[config.mk]
export PLATFORM = sky130hd
export DESIGN_NAME = line_window_fetch_flat
export DESIGN_NICKNAME = d
export VERILOG_FILES = /design/src/rtl/line_window_fetch_pkg.sv /design/src/rtl/line_window_fetch_if.sv /design/src/rtl/line_window_fetch_packer.sv /design/src/rtl/line_window_fetch.sv /design/src/flat_wrapper.sv
export SDC_FILE = /design/constraint.sdc
export NUM_CORES = 1
export LEC_CHECK = 0
export ABC_AREA = 1
export BUFFER_PORTS_ARGS = -buffer_cell sky130_fd_sc_hd__buf_4
export CAP_MARGIN = 20
export CORE_ASPECT_RATIO = 0.8
export CORE_MARGIN = 3
export CORE_UTILIZATION = 25
export DETAILED_ROUTE_END_ITERATION = 8
export PLACE_DENSITY_LB_ADDON = 0.3
export SLEW_MARGIN = 10
export SYNTH_ARGS = -nofsm -noshare
export SYNTH_HDL_FRONTEND = slang
export SYNTH_SLANG_ARGS = --single-unit
export TNS_END_PERCENT = 50
[constraint.sdc]
create_clock -name clk -period 2.03 [get_ports clk]
set_input_delay 0 -clock clk [delete_from_list [all_inputs] [get_ports clk]]
set_output_delay 0 -clock clk [all_outputs]
set_load 0.005 [all_outputs]
[src/rtl/line_window_fetch_pkg.sv]
// Shared types and constants for the line window fetcher.
package line_window_fetch_pkg;
  localparam int ROW_WORDS = 24;
  localparam int ADDR_W    = 7;
  localparam int PIX_W     = 8;
  localparam int WORD_W    = 4 * PIX_W;
  localparam int COL_W     = 5;
  localparam int NUM_BANKS = 3;
  localparam int MEM_DEPTH = NUM_BANKS * ROW_WORDS;

  typedef enum logic [2:0] {
    ST_PACK,
    ST_WRITE,
    ST_RD0,
    ST_RD1,
    ST_CAP,
    ST_OUT
  } state_e;

  // Next bank in the 3-entry ring.
  function automatic logic [1:0] bank_inc(input logic [1:0] b);
    return (b == 2'(NUM_BANKS - 1)) ? 2'd0 : b + 2'd1;
  endfunction

  // Row-store address of a bank/column pair; max 71, fits ADDR_W without wrapping.
  function automatic logic [ADDR_W-1:0] bank_addr(input logic [1:0] b, input logic [COL_W-1:0] c);
    return ADDR_W'(b) * ADDR_W'(ROW_WORDS) + ADDR_W'(c);
  endfunction
endpackage

[src/rtl/line_window_fetch_if.sv]
// Pixel stream, row-store and window bus of the line window fetcher.
interface line_window_fetch_if;
  import line_window_fetch_pkg::*;

  logic              pix_valid;
  logic              pix_ready;
  logic              pix_sof;
  logic [PIX_W-1:0]  pix_data;
  logic              mem_write_en;
  logic [ADDR_W-1:0] mem_addr;
  logic [WORD_W-1:0] mem_wr_data;
  logic [WORD_W-1:0] mem_rd_data;
  logic              win_valid;
  logic              win_ready;
  logic [WORD_W-1:0] win_top;
  logic [WORD_W-1:0] win_mid;
  logic [WORD_W-1:0] win_bot;
  logic [COL_W-1:0]  win_col;
  logic              win_last;

  // Fetcher side.
  modport master (
    input  pix_valid, pix_sof, pix_data, mem_rd_data, win_ready,
    output pix_ready, mem_write_en, mem_addr, mem_wr_data,
           win_valid, win_top, win_mid, win_bot, win_col, win_last
  );

  // Environment side: pixel source, row store and window consumer.
  modport slave (
    output pix_valid, pix_sof, pix_data, mem_rd_data, win_ready,
    input  pix_ready, mem_write_en, mem_addr, mem_wr_data,
           win_valid, win_top, win_mid, win_bot, win_col, win_last
  );
endinterface

[src/rtl/line_window_fetch_packer.sv]
// Packs four little-endian pixels into one word; sof restarts the word.
module pixel_word_packer
  import line_window_fetch_pkg::*;
(
  input  logic              i_clk,
  input  logic              i_rst,
  input  logic              i_accept,
  input  logic              i_sof,
  input  logic [PIX_W-1:0]  i_pix,
  output logic [WORD_W-1:0] o_word,
  output logic              o_done
);
  logic [1:0]        r_cnt;
  logic [WORD_W-1:0] r_word;
  logic [1:0]        w_slot;

  // sof drops any partial word: the pixel lands in slot 0.
  assign w_slot = i_sof ? 2'd0 : r_cnt;
  assign o_done = i_accept && (w_slot == 2'd3);
  assign o_word = r_word;

  // Slot counter and byte lanes; counter wraps to 0 after the 4th pixel.
  always_ff @(posedge i_clk) begin
    if (i_rst) begin
      r_cnt  <= 2'd0;
      r_word <= '0;
    end else if (i_accept) begin
      r_cnt                        <= w_slot + 2'd1;
      r_word[w_slot*PIX_W +: PIX_W] <= i_pix;
    end
  end
endmodule

[src/rtl/line_window_fetch.sv]
// Row-buffer controller: packs pixels, stores words in a 3-bank ring and
// emits a top/mid/bot column once two earlier rows are present.
module line_window_fetch
  import line_window_fetch_pkg::*;
(
  input logic                 clk,
  input logic                 rst,
  line_window_fetch_if.master bus
);
  state_e            r_state, w_next;
  logic [COL_W-1:0]  r_col;
  logic [1:0]        r_bank_wr;
  logic [1:0]        r_rows;
  logic [WORD_W-1:0] r_win_top, r_win_mid, r_win_bot;

  logic              w_accept, w_done, w_we, w_advance, w_last;
  logic [ADDR_W-1:0] w_addr;
  logic [WORD_W-1:0] w_word;
  logic [1:0]        w_bank_top, w_bank_mid;

  assign w_accept   = bus.pix_valid && !rst && (r_state == ST_PACK);
  assign w_bank_top = bank_inc(r_bank_wr);
  assign w_bank_mid = bank_inc(w_bank_top);
  assign w_last     = (r_col == COL_W'(ROW_WORDS - 1));

  pixel_word_packer u_packer (
    .i_clk    (clk),
    .i_rst    (rst),
    .i_accept (w_accept),
    .i_sof    (bus.pix_sof),
    .i_pix    (bus.pix_data),
    .o_word   (w_word),
    .o_done   (w_done)
  );

  // State register.
  always_ff @(posedge clk) begin
    if (rst) r_state <= ST_PACK;
    else     r_state <= w_next;
  end

  // Next state, memory strobe/address and the advance-on-return-to-PACK pulse.
  always_comb begin
    w_next    = r_state;
    w_we      = 1'b0;
    w_addr    = '0;
    w_advance = 1'b0;
    case (r_state)
      ST_PACK:  if (w_done) w_next = ST_WRITE;
      ST_WRITE: begin
        w_we   = 1'b1;
        w_addr = bank_addr(r_bank_wr, r_col);
        if (r_rows == 2'd2) begin
          w_next = ST_RD0;
        end else begin
          w_next    = ST_PACK;
          w_advance = 1'b1;
        end
      end
      ST_RD0: begin
        w_addr = bank_addr(w_bank_top, r_col);
        w_next = ST_RD1;
      end
      ST_RD1: begin
        w_addr = bank_addr(w_bank_mid, r_col);
        w_next = ST_CAP;
      end
      ST_CAP:   w_next = ST_OUT;
      ST_OUT: begin
        if (bus.win_ready) begin
          w_next    = ST_PACK;
          w_advance = 1'b1;
        end
      end
      default:  w_next = ST_PACK;
    endcase
  end

  // Column / bank / filled-row counters; sof restarts the frame geometry.
  always_ff @(posedge clk) begin
    if (rst) begin
      r_col     <= '0;
      r_bank_wr <= 2'd0;
      r_rows    <= 2'd0;
    end else if (w_accept && bus.pix_sof) begin
      r_col     <= '0;
      r_bank_wr <= 2'd0;
      r_rows    <= 2'd0;
    end else if (w_advance) begin
      if (w_last) begin
        r_col     <= '0;
        r_bank_wr <= bank_inc(r_bank_wr);
        if (r_rows != 2'd2) r_rows <= r_rows + 2'd1;
      end else begin
        r_col <= r_col + COL_W'(1);
      end
    end
  end

  // Window words: bot from the packer, top/mid from the two row-store reads.
  always_ff @(posedge clk) begin
    if (rst) begin
      r_win_top <= '0;
      r_win_mid <= '0;
      r_win_bot <= '0;
    end else begin
      if (r_state == ST_WRITE) r_win_bot <= w_word;
      if (r_state == ST_RD1)   r_win_top <= bus.mem_rd_data;
      if (r_state == ST_CAP)   r_win_mid <= bus.mem_rd_data;
    end
  end

  // Output drive; everything is forced low while rst is asserted.
  always_comb begin
    bus.pix_ready    = !rst && (r_state == ST_PACK);
    bus.mem_write_en = !rst && w_we;
    bus.mem_addr     = rst ? '0 : w_addr;
    bus.mem_wr_data  = (!rst && w_we) ? w_word : '0;
    bus.win_valid    = !rst && (r_state == ST_OUT);
    bus.win_top      = rst ? '0 : r_win_top;
    bus.win_mid      = rst ? '0 : r_win_mid;
    bus.win_bot      = rst ? '0 : r_win_bot;
    bus.win_col      = rst ? '0 : r_col;
    bus.win_last     = !rst && w_last;
  end
endmodule

[src/flat_wrapper.sv]
// flat-port wrapper written by rule: the top's interface ports become plain ports
module line_window_fetch_flat import line_window_fetch_pkg::*;
  (clk, rst, bus_pix_valid, bus_pix_sof, bus_pix_data, bus_mem_rd_data, bus_win_ready, bus_pix_ready, bus_mem_write_en, bus_mem_addr, bus_mem_wr_data, bus_win_valid, bus_win_top, bus_win_mid, bus_win_bot, bus_win_col, bus_win_last);
  line_window_fetch_if bus_i ();
  input logic clk;
  input logic rst;
  input wire logic [$bits(bus_i.pix_valid)-1:0] bus_pix_valid;
  input wire logic [$bits(bus_i.pix_sof)-1:0] bus_pix_sof;
  input wire logic [$bits(bus_i.pix_data)-1:0] bus_pix_data;
  input wire logic [$bits(bus_i.mem_rd_data)-1:0] bus_mem_rd_data;
  input wire logic [$bits(bus_i.win_ready)-1:0] bus_win_ready;
  output wire logic [$bits(bus_i.pix_ready)-1:0] bus_pix_ready;
  output wire logic [$bits(bus_i.mem_write_en)-1:0] bus_mem_write_en;
  output wire logic [$bits(bus_i.mem_addr)-1:0] bus_mem_addr;
  output wire logic [$bits(bus_i.mem_wr_data)-1:0] bus_mem_wr_data;
  output wire logic [$bits(bus_i.win_valid)-1:0] bus_win_valid;
  output wire logic [$bits(bus_i.win_top)-1:0] bus_win_top;
  output wire logic [$bits(bus_i.win_mid)-1:0] bus_win_mid;
  output wire logic [$bits(bus_i.win_bot)-1:0] bus_win_bot;
  output wire logic [$bits(bus_i.win_col)-1:0] bus_win_col;
  output wire logic [$bits(bus_i.win_last)-1:0] bus_win_last;
  assign bus_i.pix_valid = bus_pix_valid;
  assign bus_i.pix_sof = bus_pix_sof;
  assign bus_i.pix_data = bus_pix_data;
  assign bus_i.mem_rd_data = bus_mem_rd_data;
  assign bus_i.win_ready = bus_win_ready;
  assign bus_pix_ready = bus_i.pix_ready;
  assign bus_mem_write_en = bus_i.mem_write_en;
  assign bus_mem_addr = bus_i.mem_addr;
  assign bus_mem_wr_data = bus_i.mem_wr_data;
  assign bus_win_valid = bus_i.win_valid;
  assign bus_win_top = bus_i.win_top;
  assign bus_win_mid = bus_i.win_mid;
  assign bus_win_bot = bus_i.win_bot;
  assign bus_win_col = bus_i.win_col;
  assign bus_win_last = bus_i.win_last;
  line_window_fetch u_core (.clk(clk), .rst(rst), .bus(bus_i));
endmodule
==> metrics.md, run 1 <==
| Metric | Value |
|---|---|
| Max Root-Sink Buffers | `2` |
| I/O Buffers | `roughly 190` |
| Worst skew pair latency | `0.42 ns` |
| Final design area excluding fillers | `approximately 9400 µm²` |
| Pre-CTS WS | `-0.06280 ns` |
| Peak VDD IR | `~0.47 mV` |
| Crit path kind | `flip-flop to primary output` |
| Violated checks | `setup timing` |
| DR pass1 iterations | `5` |
| Via density | `approximately 4.3` |
| Type of origin of the critical path | `flip-flop` |
| Max-slew violations | `0` |
| FF+latch count, synth | `roughly 140` |
| Vias in the first global route | `roughly 6000` |
| Total Wirelength | `between 15000 and 20000 µm` |
| Minimum clock period | `about 2.3 ns` |
| Hold Path Class | `primary input to flip-flop` |
| Maximum clock rate | `435.9 MHz` |
| Nets@finish | `~1200` |
| Total number of H-tree levels | `4` |
| DP Cell Count | `~1400` |
| Final Hold Vio Count | `0` |
| Sequential area share after synthesis | `between 40 and 50%` |
| DP HPWL | `roughly 13000 µm` |
| Clk sinks | `approximately 140` |
| Fillers | `~2700` |
| Max-cap violations | `0` |
| WP data required | `~2.0 ns` |
| Clock Tree Root | `clkbuf_16` |
| Synth warn | `0` |
| GP Congestion | `just over 0.8` |
| CTS tree | `built` |
| Fin crit share | `113.0%` |
| Unrepaired setup endpoints after global routing | `yes` |
| Die height | `between 150 and 200 µm` |
| Starting DRT DRC Count | `276` |
| Reg clk slew, reported paths | `about 0.06 ns` |
| Largest net degree at the start of global routing | `approximately 130` |
| Tightest Pin Transition | `between 0.6 and 0.7 ns` |
| Io pins | `around 190` |
| Initial antenna violation count | `0` |
| Pwr per Cell Area | `about 700 nW/µm²` |
| Hold_ws | `0.02801 ns` |
| CP max FO | `4` |
| Outcome | `finished, violations left` |
| Top cell type's share of synthesized area | `a little over two fifths` |
| Mapped Area | `about 6500 µm²` |
| Initial Util | `roughly a quarter` |
| Total grt overflow | `0` |
| First-pass GRT wire length | `roughly 32000 µm` |
| Mapped Nets | `about 1000` |
| Number of placement rows | `between 50 and 60` |
| DIE WIDTH | `roughly 190 µm` |
| Core Region | `roughly 25000 µm²` |
| Layout cell share with drive strength beyond 1 | `between 20% and 30%` |
| Wire per inst | `12.87 µm` |
| Critical path arrival | `around 2.3 ns` |
| Post-Synthesis Cells | `between 900 and 1000` |
| DR vias | `approximately 6500` |
| Leak pwr | `between 3 and 4 nW` |
| Syn Area/Cell | `~7.0 µm²` |
| Final worst slack | `-0.2640 ns` |
| Die ar. | `between 20000 and 30000 µm²` |
| Slew margin rel. | `58.35%` |
| Area leader, netlist | `dfxtp_1` |
| ANT nets after route | `0` |
| Clock Skews | `0.006300 ns` |
| Dpl cell area | `between 8000 and 9000 µm²` |
| Gr usage total | `a little over an eighth` |
| Yosys cell types | `31` |
| Final setup fails | `3` |
| Area delta synth->final | `44.33%` |
| Cts bufs inserted | `17` |
| Drt drc | `0` |
| Final cell count without fillers | `1513` |
| Top cells by area, synth | `dfxtp_1, nor2_1, inv_1, a21oi_1, o21ai_0` |
| Critical Path Sink Type | `primary output` |
| Overall power | `6.500 mW` |
| Antenna cells | `0` |
[timing repair]
item,CTS,global route
hold buffers,40,0
resized for setup,23,6
setup buffers,5,0
pin swaps,6,1
endpoints found under the setup margin,35,31
hold endpoints to repair,77,0
[Yosys cell counts (all sizes together)]
master and count:
a21oi 110, a31oi 2, buf 25, clkbuf 32
clkinv 1, dfxtp 142, fa 1, ha 15
inv 167, nand2 94, nand3 21, nand3b 1
nand4 23, nor2 175, nor3 9, nor4 1
o211ai 1, o21ai 110, or2 2, xor2 3
[sequential cells by signal, summed over array words and instances (netlist names)]
signal                  flops
u_core.r_bank_wr            2
u_core.r_col                5
u_core.r_rows               2
u_core.r_state              3
u_core.r_win_bot           32
u_core.r_win_mid           32
u_core.r_win_top           32
u_core.u_packer.o_word     32
u_core.u_packer.r_cnt       2
[cells in the final DEF (no fill, tap or decap), types with 17 or more instances in the layout]
master	n
buf_4	209
nor2_1	169
inv_1	160
dfxtp_1	138
a21oi_1	109
o21ai_0	106
nand2_1	85
dlygate4sd3_1	40
nand4_1	23
nand3_1	17
clkbuf_16	17
[metrics by stage]
stage	util (%)	setup TNS [ns]
2_1_floorplan	-	0
3_3_place_gp	32.47	-0.03686
3_5_place_dp	32.47	-0.06280
4_1_cts	36.93	-0.7702
5_1_grt	36.98	-1.061
6_report	36.98	-0.7102
[final cells by class]
class	count	area [µm²]	area share, %
multi-input combinational	568	2829	30.07
clock buffer	21	460.4	4.895
timing repair buffer	252	2021	21.48
tap	351	439.2	4.669
sequential	142	2850	30.30
inverter	168	643.1	6.837
clock inverter	11	163.9	1.742
[path summary, 6_finish.rpt]
kind | startpoint | end | slack (ns) | cells past startpoint
max | u_core.r_bank_wr[0]$_SDFFE_PP0P_ | bus_mem_addr[4] | -0.26 | 10
min reg2reg | u_core.r_win_mid[11]$_SDFFE_PP0P_ | u_core.r_win_mid[11]$_SDFFE_PP0P_ | 0.45 | 2
min | bus_pix_valid | u_core.u_packer.r_cnt[1]$_SDFFE_PP0P_ | 0.03 | 4
max reg2reg | u_core.r_state[1]$_SDFFE_PP0P_ | u_core.u_packer.o_word[2]$_SDFFE_PP0P_ | 0.23 | 7
[cells by family (layout without fill, tap and decap cells)]
logic type | count (synthesis) | in the layout | synth area share [%]
and+or+nand+nor | 326 | 326 | 21.48
AOI/OAI and AO/OA | 223 | 223 | 17.37
adders and majority gates | 16 | 16 | 3.187
DFF | 142 | 142 | 43.62
buffers and inverters | 225 | 452 | 13.94
xor gates and xnor gates | 3 | 3 | 0.4032
[power by group]
part | total [mW] | switching (mW) | internal [mW]
registers | 2.81 | 0.00621 | 2.80
logic | 0.351 | 0.198 | 0.153
clock network | 3.34 | 1.23 | 2.12
total | 6.50 | 1.43 | 5.07
[worst max-delay path, stage by stage, from the launching register on]
cell and delay (ns):
dfxtp_4 0.39, inv_6 0.06, ha_4 0.16, buf_6 0.11, nand2_2 0.05, o211ai_1 0.09
ha_2 0.21, fa_2 0.56, inv_2 0.03, nor2_1 0.08, buf_4 0.13
[per-layer routing]
metal | vias up | global-route usage [%] | routed length, µm
met5 | - | 0 | 0
met4 | 0 | 4.080 | 254
met3 | 17 | 5.377 | 1396
met2 | 172 | 21.00 | 8529
met1 | 2920 | 17.96 | 9295
li1 | 3359 | - | -
(Power assumes the default switching activity.)
==> run 2: changes to the inputs <==
--- a/config.mk
+++ b/config.mk
@@ -13,6 +13,7 @@
 export CORE_UTILIZATION = 25
 export DETAILED_ROUTE_END_ITERATION = 8
 export PLACE_DENSITY_LB_ADDON = 0.3
+export SETUP_SLACK_MARGIN = 0.05
 export SLEW_MARGIN = 10
 export SYNTH_ARGS = -nofsm -noshare
 export SYNTH_HDL_FRONTEND = slang
==> metrics.md, run 2 (synthesis gave the netlist of run 1 again) <==
| Metric | Value |
|---|---|
| Core Region | `roughly 25000 µm²` |
| Net Sw Frac | `22.01%` |
| Initial Util | `approximately 26%` |
| Commonest non-fill, non-tap cell in the layout | `buf_4` |
| Wire per inst | `roughly 13 µm` |
| Slew margin rel. | `58.35%` |
| Overall power | `approximately 6.5 mW` |
| Total number of H-tree levels | `4` |
| Nets@finish | `approximately 1200` |
| Io pins | `about 190` |
| GP Congestion | `between 0.8 and 0.9` |
| Final setup fails | `3` |
| Buf/Inv on CP | `4` |
| Max-slew violations | `0` |
| Starting DRT DRC Count | `around 280` |
| Total grt overflow | `0` |
| Initial antenna violation count | `0` |
| Clk sinks | `142` |
| DR pass1 iterations | `5` |
| Outcome | `finished, violations left` |
| Sequential power share | `between 40% and 50%` |
| DR vias | `6475` |
| Final Hold Vio Count | `0` |
| Critical path arrival | `about 2.3 ns` |
| Max Root-Sink Buffers | `2` |
| Final Core Density | `around 37%` |
| Hold Path Class | `primary input to flip-flop` |
| Gr usage total | `13.72%` |
| Crit path kind | `flip-flop to primary output` |
| Pint | `between 5 and 6 mW` |
| Peak VDD IR | `0.4732 mV` |
| Most frequent cells in the layout | `buf_4, nor2_1, inv_1, dfxtp_1, a21oi_1` |
| Tightest Pin Transition | `0.6248 ns` |
| First-pass GRT wire length | `between 30000 and 40000 µm` |
| Dpl cell area | `around 8300 µm²` |
| Die height | `about 150 µm` |
| WP data required | `2.03 ns` |
| Largest net degree at the start of global routing | `approximately 130` |
| Violated checks | `setup timing` |
| Sw power | `1.430 mW` |
| ANT nets after route | `0` |
| Cell family with most CP delay | `adder cells` |
| Reg clk slew, reported paths | `0.06 ns` |
| Hold_ws | `around 0.028 ns` |
| DP HPWL | `about 13000 µm` |
| Final worst slack | `-0.2639 ns` |
| Final design area excluding fillers | `~9400 µm²` |
| Max-cap violations | `0` |
| Type of origin of the critical path | `flip-flop` |
| Die ar. | `~28000 µm²` |
| Clock Skews | `between 0.006 and 0.007 ns` |
| Vias in the first global route | `6047` |
| Via density | `4.280` |
| Unrepaired setup endpoints after global routing | `yes` |
| Crit path max-delay cell type | `fa_2` |
| Worst-path cell chain | `inv_6, ha_4, buf_6, nand2_2, o211ai_1, ha_2, fa_2, inv_2, nor2_1, buf_4` |
| Clock power frac | `around half` |
| I/O Buffers | `between 150 and 200` |
| Largest stage delay, worst path | `between 0.5 and 0.6 ns` |
| Cts bufs inserted | `17` |
| Critical Path Sink Type | `primary output` |
| CTS tree | `built` |
| Total Wirelength | `a little under 20000 µm` |
| Maximum clock rate | `~440 MHz` |
| Worst skew pair latency | `around 0.42 ns` |
| Layout cell share with drive strength beyond 1 | `about a quarter` |
| Antenna cells | `0` |
| Leak pwr | `just under 4 nW` |
| Gate power share | `5.4%` |
| Fin crit share | `113.0%` |
| Minimum clock period | `between 2 and 2.5 ns` |
| CP max FO | `4` |
| Pwr per Cell Area | `slightly below 700 nW/µm²` |
| Clock Tree Root | `clkbuf_16` |
| Drt drc | `0` |
| Area delta synth->final | `44.37%` |
| Number of placement rows | `52` |
| DIE WIDTH | `186.5 µm` |
| Pre-CTS WS | `-0.06280 ns` |
-- run 2: cell types whose count changed in the layout (fill, tap and decap cells not counted) --
| cell | before | now |
|---|---|---|
| nand2_1 | 85 | 84 |
| nand2_2 | 7 | 8 |
-- run 2: what timing repair did --
action	in CTS	in global routing
cloned	0	0
buffers inserted	5	0
resized for setup	23	7
hold endpoints to repair	77	0
hold buffers	40	0
pin swaps	6	1
setup endpoints to repair	36	41
-- run 2: tightest hold or removal path: stages --
cell	delay (ns)
buf_4	0.09
nand2_2	0.08
o21ai_0	0.16
a21oi_1	0.06
-- run 2: power groups by stage --
stage                     combinational [mW]  sequential [mW]  clock, mW
final                                  0.352             2.81       3.34
after floorplan                        0.162             2.87          0
after global routing                   0.393             2.81       3.56
after CTS                              0.354             2.80       3.46
after detailed placement               0.288             2.87          0
after global placement                 0.287             2.87          0
-- run 2: cell type report --
class | count | area (µm²)
Fill cell | 2721 | 16030
Sequential cell | 142 | 2850
Multi-Input combinational cell | 568 | 2831
Timing Repair Buffer | 252 | 2021
Inverter | 168 | 643.1
Clock buffer | 21 | 460.4
Tap cell | 351 | 439.2
Clock inverter | 11 | 163.9
-- run 2: final timing paths --
| check | from | endpoint | slack [ns] | cells past startpoint |
|---|---|---|---|---|
| worst max-delay path | u_core.r_bank_wr[0]$_SDFFE_PP0P_ | bus_mem_addr[4] | -0.26 | 10 |
| worst min-delay path | bus_pix_valid | u_core.u_packer.r_cnt[1]$_SDFFE_PP0P_ | 0.03 | 4 |
| worst max register to register | u_core.u_packer.r_cnt[1]$_SDFFE_PP0P_ | u_core.u_packer.o_word[19]$_SDFFE_PP0P_ | 0.25 | 6 |
| worst min register to register | u_core.r_win_mid[11]$_SDFFE_PP0P_ | u_core.r_win_mid[11]$_SDFFE_PP0P_ | 0.45 | 2 |
-- run 2: metal layers --
| metal | routed length, µm | track usage (%) | vias up |
|---|---|---|---|
| li1 | - | - | 3359 |
| met1 | 9257 | 17.96 | 2921 |
| met2 | 8526 | 21.00 | 178 |
| met3 | 1442 | 5.377 | 17 |
| met4 | 254 | 4.080 | 0 |
| met5 | 0 | 0 | - |
-- run 2: through the flow --
stage                     std cells  setup TNS (ns)
after floorplan                 935               0
after global placement         1436        -0.03686
after detailed placement       1436        -0.06280
after CTS                      1513         -0.7702
after global routing           1513          -1.061
final                          1513         -0.7109
